### src/rtl/imem_fetch_ctrl_if.sv
// Fetch-side bundle: instruction memory address/data, the decode output slot
// handshake, and the branch/jump redirect request.
interface imem_fetch_ctrl_if #(
  parameter int ADDR_W = 8
);
  logic [ADDR_W-1:0] mem_addr;
  logic [31:0]       mem_instr;
  logic              out_valid;
  logic              out_ready;
  logic [31:0]       out_instr;
  logic [ADDR_W-1:0] out_pc;
  logic              redirect_valid;
  logic [ADDR_W-1:0] redirect_pc;

  modport master (
    output mem_addr,
    input  mem_instr,
    output out_valid,
    input  out_ready,
    output out_instr,
    output out_pc,
    input  redirect_valid,
    input  redirect_pc
  );

  modport slave (
    input  mem_addr,
    output mem_instr,
    input  out_valid,
    output out_ready,
    input  out_instr,
    input  out_pc,
    output redirect_valid,
    output redirect_pc
  );
endinterface

### src/rtl/imem_fetch_ctrl.sv
// Instruction fetch sequencer: owns the PC, latches each memory word into a
// single valid/ready output slot, and halts once the PC runs past the program.
module imem_fetch_ctrl #(
  parameter int ADDR_W    = 8,
  parameter int LAST_ADDR = 17,
  parameter int RESET_PC  = 0
) (
  input  logic                  clk,
  input  logic                  rst,
  input  logic                  start,
  imem_fetch_ctrl_if.master     bus,
  output logic                  halted,
  output logic [15:0]           fetch_count
);

  localparam logic [ADDR_W-1:0] LP_LAST  = ADDR_W'(LAST_ADDR);
  localparam logic [ADDR_W-1:0] LP_RESET = ADDR_W'(RESET_PC);

  typedef enum logic [1:0] {
    ST_IDLE = 2'd0,
    ST_RUN  = 2'd1,
    ST_HALT = 2'd2
  } state_t;

  state_t            r_state;
  logic [ADDR_W-1:0] r_pc;
  logic              r_out_valid;
  logic [31:0]       r_out_instr;
  logic [ADDR_W-1:0] r_out_pc;
  logic              r_halted;
  logic [15:0]       r_fetch_count;

  state_t            w_state_nxt;
  logic [ADDR_W-1:0] w_pc_nxt;
  logic              w_out_valid_nxt;
  logic [31:0]       w_out_instr_nxt;
  logic [ADDR_W-1:0] w_out_pc_nxt;
  logic              w_halted_nxt;
  logic [15:0]       w_fetch_count_nxt;
  logic              w_slot_free;
  logic [15:0]       w_count_inc;

  assign w_slot_free = !r_out_valid || bus.out_ready;
  assign w_count_inc = (r_fetch_count == 16'hFFFF) ? r_fetch_count : r_fetch_count + 16'd1;

  // Next-state and next-output decode; redirect outranks fetch in RUN.
  always_comb begin
    w_state_nxt       = r_state;
    w_pc_nxt          = r_pc;
    w_out_valid_nxt   = r_out_valid;
    w_out_instr_nxt   = r_out_instr;
    w_out_pc_nxt      = r_out_pc;
    w_halted_nxt      = r_halted;
    w_fetch_count_nxt = r_fetch_count;
    case (r_state)
      ST_IDLE: begin
        if (start) begin
          w_state_nxt = ST_RUN;
        end else if (bus.redirect_valid) begin
          w_pc_nxt = bus.redirect_pc;
        end else begin
          w_state_nxt = ST_IDLE;
        end
      end
      ST_RUN: begin
        if (bus.redirect_valid) begin
          w_out_valid_nxt = 1'b0;
          w_pc_nxt        = bus.redirect_pc;
        end else if (w_slot_free && (r_pc <= LP_LAST)) begin
          w_out_instr_nxt   = bus.mem_instr;
          w_out_pc_nxt      = r_pc;
          w_out_valid_nxt   = 1'b1;
          w_pc_nxt          = r_pc + {{(ADDR_W-1){1'b0}}, 1'b1};
          w_fetch_count_nxt = w_count_inc;
        end else if (w_slot_free) begin
          // PC ran past the program (or was redirected there): nothing to emit.
          w_out_valid_nxt = 1'b0;
          w_halted_nxt    = 1'b1;
          w_state_nxt     = ST_HALT;
        end else begin
          w_out_valid_nxt = r_out_valid;
        end
      end
      ST_HALT: begin
        w_out_valid_nxt = 1'b0;
        if (start) begin
          w_pc_nxt          = LP_RESET;
          w_fetch_count_nxt = 16'd0;
          w_halted_nxt      = 1'b0;
          w_state_nxt       = ST_RUN;
        end else begin
          w_halted_nxt = 1'b1;
        end
      end
      default: begin
        w_state_nxt     = ST_IDLE;
        w_out_valid_nxt = 1'b0;
      end
    endcase
  end

  // State and output-slot registers with synchronous reset.
  always_ff @(posedge clk) begin
    if (rst) begin
      r_state       <= ST_IDLE;
      r_pc          <= LP_RESET;
      r_out_valid   <= 1'b0;
      r_out_instr   <= 32'd0;
      r_out_pc      <= {ADDR_W{1'b0}};
      r_halted      <= 1'b0;
      r_fetch_count <= 16'd0;
    end else begin
      r_state       <= w_state_nxt;
      r_pc          <= w_pc_nxt;
      r_out_valid   <= w_out_valid_nxt;
      r_out_instr   <= w_out_instr_nxt;
      r_out_pc      <= w_out_pc_nxt;
      r_halted      <= w_halted_nxt;
      r_fetch_count <= w_fetch_count_nxt;
    end
  end

  assign bus.mem_addr  = r_pc;
  assign bus.out_valid = r_out_valid;
  assign bus.out_instr = r_out_instr;
  assign bus.out_pc    = r_out_pc;
  assign halted        = r_halted;
  assign fetch_count   = r_fetch_count;

endmodule
### src/flat_wrapper.sv
// flat-port wrapper written by rule: the top's interface ports become plain ports
module imem_fetch_ctrl_flat 
#(
  parameter int ADDR_W    = 8,
  parameter int LAST_ADDR = 17,
  parameter int RESET_PC  = 0
)
  (clk, rst, start, halted, fetch_count, bus_mem_addr, bus_mem_instr, bus_out_valid, bus_out_ready, bus_out_instr, bus_out_pc, bus_redirect_valid, bus_redirect_pc);
  imem_fetch_ctrl_if #(.ADDR_W(ADDR_W)) bus_i ();
  input  logic clk;
  input  logic rst;
  input  logic start;
  output logic halted;
  output logic [15:0] fetch_count;
  output wire logic [$bits(bus_i.mem_addr)-1:0] bus_mem_addr;
  input wire logic [$bits(bus_i.mem_instr)-1:0] bus_mem_instr;
  output wire logic [$bits(bus_i.out_valid)-1:0] bus_out_valid;
  input wire logic [$bits(bus_i.out_ready)-1:0] bus_out_ready;
  output wire logic [$bits(bus_i.out_instr)-1:0] bus_out_instr;
  output wire logic [$bits(bus_i.out_pc)-1:0] bus_out_pc;
  input wire logic [$bits(bus_i.redirect_valid)-1:0] bus_redirect_valid;
  input wire logic [$bits(bus_i.redirect_pc)-1:0] bus_redirect_pc;
  assign bus_mem_addr = bus_i.mem_addr;
  assign bus_i.mem_instr = bus_mem_instr;
  assign bus_out_valid = bus_i.out_valid;
  assign bus_i.out_ready = bus_out_ready;
  assign bus_out_instr = bus_i.out_instr;
  assign bus_out_pc = bus_i.out_pc;
  assign bus_i.redirect_valid = bus_redirect_valid;
  assign bus_i.redirect_pc = bus_redirect_pc;
  imem_fetch_ctrl #(.ADDR_W(ADDR_W), .LAST_ADDR(LAST_ADDR), .RESET_PC(RESET_PC)) u_core (.clk(clk), .rst(rst), .start(start), .bus(bus_i), .halted(halted), .fetch_count(fetch_count));
endmodule
### config.mk
export PLATFORM = sky130hd
export DESIGN_NAME = imem_fetch_ctrl_flat
export DESIGN_NICKNAME = d
export VERILOG_FILES = /design/src/rtl/imem_fetch_ctrl_if.sv /design/src/rtl/imem_fetch_ctrl.sv /design/src/flat_wrapper.sv
export SDC_FILE = /design/constraint.sdc
export NUM_CORES = 1
export LEC_CHECK = 0
export ABC_AREA = 1
export CAP_MARGIN = 0
export CORE_MARGIN = 2
export CORE_UTILIZATION = 44
export DETAILED_ROUTE_END_ITERATION = 16
export DONT_BUFFER_PORTS = 1
export PLACE_DENSITY = 0.7
export SYNTH_ARGS = -nofsm -noshare
export SYNTH_HDL_FRONTEND = slang
export SYNTH_SLANG_ARGS = --single-unit
### constraint.sdc
create_clock -name clk -period 2.5 [get_ports clk]
set_input_delay 0.125 -clock clk [delete_from_list [all_inputs] [get_ports clk]]
set_output_delay 0.125 -clock clk [all_outputs]
set_load 0.1 [all_outputs]
==> results.md <==
* Status: complete, no violations
* Routability congestion estimate at between 0.8 and 0.9
* FMAX at between 400 and 500 MHz
* DRC viols at 0
* Flops & latches, synth at slightly below 70
* Leak pwr at around 1.9 nW
* Die Wd at 89.8 µm
* Crit path max fanout at 40
* WP depth at 9
* Core box area at 0.00718 mm²
* Final Hold Viols at 0
* Cell area after synthesis at 0.00324 mm²
* Switch Pwr at about 2.6 mW
* Final WS setup at 0.206 ns
* Post-synth cell types at 25
* DR pass1 iterations at 5
* DR vias/cell at around 5.0
* Share of cells above drive strength 1 at approximately 18%
* Switching share of power at around 52%
* Min cycle time layout at 2.29 ns
* Port buffer count at 0
* H-tree levels at 3
* Hold Crit Class: input pin to flop
* Post-synthesis sequential area ratio at a little over two fifths
* Vias in the first global route at roughly 3300
* Worst R2R Setup Slack at 0.21 ns
* Worst-margin pin slew at 0.556 ns
* DR iter-0 viols at ~190
* Clock skew at approximately 0.011 ns
* Combinational fraction of design power at 53.3%
* Post-CTS Setup Inserts at 0
* Total Wirelength at 8850 µm
* Mux share of post-synthesis cell area at 0%
* CTS tree: done
* Setup crit end kind: flop
* Area delta synth->final at 35.1%
* R2R depth at 9
* Die Height at roughly 90 µm
* Power share of the sequential group at 26.6%
* Warnings from Yosys at 0
* Setup CP Type: flop to flop
* Clock Power Share at 20.2%
* Syn_area_per_cell at just under 7 µm²
* CP peak stage delay at ~0.55 ns
* Post-DP HPWL at approximately 5700 µm
* Cell mode on critical path: inv_1
* Syn Inst Count at ~470
* Critical Path Slowest Stage Cell: dlygate4sd3_1
* Final setup viols at 0
* Largest area contributor in the netlist: dfxtp_1
* Largest net degree at the start of global routing at 48
* Setup crit start: u_core.r_state[1]$_SDFFE_PP0P_
* Post-synthesis compound-gate area fraction at about an eighth
* Pint at around 2.4 mW
* Clock buffer depth at 2
* CP top delay family: buffers and inverters
* Worst flop-to-flop path startpoint: u_core.r_state[1]$_SDFFE_PP0P_
* Routed vias at roughly 3300
* Bufs and invs on worst path at 4
* Initial antenna violation count at 0
* FP Rows at 31
* CP required at between 2 and 3 ns
* Post-route ant nets at 0
* Critical path arrival at ~2.6 ns
* CP Cell Sequence: inv_1 > ha_1 > inv_1 > nor2_2 > nand2_2 > inv_4 > nand2_1 > a21oi_1 > dlygate4sd3_1
* RSZ-0062 raised after global routing: false
* Tot GR Track Use at around 22%
* Clock Tree Root: clkbuf_8
* Clk_lat worst skew at 0.34 ns
* Syn Nets at around 520
* # IOs at around 110
* Detailed-route wire length per cell at between 10 and 15 µm
* Max-cap check violation count at 0
* Worst IR Drop VDD at a little over 0.0008 V
* Num CTS Buffers at 9
* Main combinational cell family by area after synthesis: simple AND/OR/NAND/NOR gates
* End point of the critical path: u_core.bus.out_instr[8]$_SDFFE_PP0P_
* Final period utilization at approximately 92%
* Post-place setup slack at about 0.56 ns
* Post-synth top area share at a little over two fifths
* Slew Limit Fails at 0
* First-pass GRT wire length at ~15000 µm
* Post-Synth XOR/XNOR Area at 2.98%
* Synth top area cells: dfxtp_1 42%, nand2_1 19%, a21oi_1 8.5%, nor2_1 5.3%, inv_1 4.1%
* Power Density at about 1200 mW/mm²
* Total die area at between 0.008 and 0.009 mm²
* Initial Util at between 40% and 50%
* Adder-cell share of the synthesized area at ~2.7%
* Ant. Diodes at 0
* Nets at ~620
* Crit path launch type: flop
* Setup TNS at 0 ns
* Synth Area in Simple Gates at roughly 32%
* Clock sinks at 68
* Worst-path clk slew at 0.08 ns
* Crit Reg-Reg Endpoint: u_core.bus.out_instr[8]$_SDFFE_PP0P_
* Fin Hold WS at approximately 0.027 ns
* GRT Residual Overflow at 0
* Max_slew headroom at between 60% and 70%
==> logic make-up after synthesis <==
family,Yosys count
AND/OR/NAND/NOR,252
flip-flops,68
buffers and inverters,57
AO/OA/AOI/OAI,76
adder cells (fa/ha/maj),7
XOR/XNOR,11
==> cells in the final DEF (no fill, tap or decap), drive strengths merged, types with 10 or more instances in the layout <==
cell,n
nand2,172
dfxtp,68
buf,68
a21oi,55
nor2,51
inv,41
dlygate4sd3,36
nand3,17
o21ai,16
clkbuf,10
==> through the flow <==
step	utilization, %	instance area, µm²	cells	power, mW
detailed placement	52.4	3760	620	3.96
floorplan	-	3240	471	3.54
finish	60.9	4370	673	5.06
global placement	52.4	3760	620	3.92
global route	60.9	4370	673	5.34
CTS	60.9	4370	673	5.05
==> how the worst min path moves through the flow <==
stage / startpoint / end / slack (ns) / depth (start not counted)
floorplan: bus_mem_instr[21] / u_core.bus.out_instr[21]$_SDFFE_PP0P_ / 0.27 / 2
global placement: rst / u_core.bus.out_pc[2]$_SDFFE_PP0P_ / 0.20 / 1
detailed placement: rst / u_core.bus.out_pc[2]$_SDFFE_PP0P_ / 0.21 / 1
CTS: bus_redirect_pc[0] / u_core.bus.mem_addr[0]$_SDFFE_PP0P_ / 0.02 / 2
global route: bus_redirect_pc[0] / u_core.bus.mem_addr[0]$_SDFFE_PP0P_ / 0.06 / 2
finish: bus_redirect_pc[0] / u_core.bus.mem_addr[0]$_SDFFE_PP0P_ / 0.03 / 2
==> synth_stat cells <==
master / instances
xnor2_1: 4
nand2_1: 167
a31oi_1: 1
a21oi_1: 55
a21boi_0: 1
dfxtp_1: 68
nand3b_1: 2
o21bai_1: 1
o21ai_0: 16
nand2_2: 5
nor2_4: 2
nor2_1: 46
nand3_1: 14
nand4_1: 9
nand3_2: 3
buf_2: 6
buf_6: 4
xor2_1: 7
nor3_1: 1
inv_1: 35
inv_2: 5
a22oi_1: 2
nor2_2: 3
ha_1: 7
clkbuf_1: 7
==> layer usage <==
| metal | track usage (%) | vias up | wire, µm |
|---|---|---|---|
| met5 | 0 | - | 0 |
| met4 | 10.1 | 0 | 253 |
| met3 | 4.95 | 23 | 509 |
| met2 | 39.4 | 114 | 4400 |
| met1 | 25.5 | 1525 | 3680 |
| li1 | - | 1684 | - |
==> power groups by stage <==
stage | clock, mW | combinational (mW) | sequential (mW)
finish | 1.02 | 2.69 | 1.34
global placement | 0 | 2.56 | 1.36
CTS | 1.04 | 2.67 | 1.34
detailed placement | 0 | 2.60 | 1.36
floorplan | 0 | 1.03 | 2.50
global route | 1.09 | 2.88 | 1.36
==> repair_timing <==
item,CTS,global route
setup endpoints to repair,0,1
hold endpoints to repair,50,0
hold buffers,37,0
gates resized for setup,0,3
==> cell type report <==
class / count / area, µm²
inverter: 40 / 153
clock inverter: 6 / 86.3
fill: 643 / 2800
sequential: 68 / 1360
timing repair buffer: 104 / 887
multi-input combinational: 346 / 1620
tap: 99 / 124
clock buffer: 10 / 138
==> state kept, by name (all words and copies together) (netlist names) <==
| signal | flops |
|---|---|
| u_core.bus.out_instr | 32 |
| u_core.fetch_count | 16 |
| u_core.bus.out_pc | 8 |
| u_core.r_state | 2 |
| u_core.bus.mem_addr | 8 |
| u_core.halted | 1 |
| u_core.bus.out_valid | 1 |
Note: power is estimated with default switching activity, not from simulation.
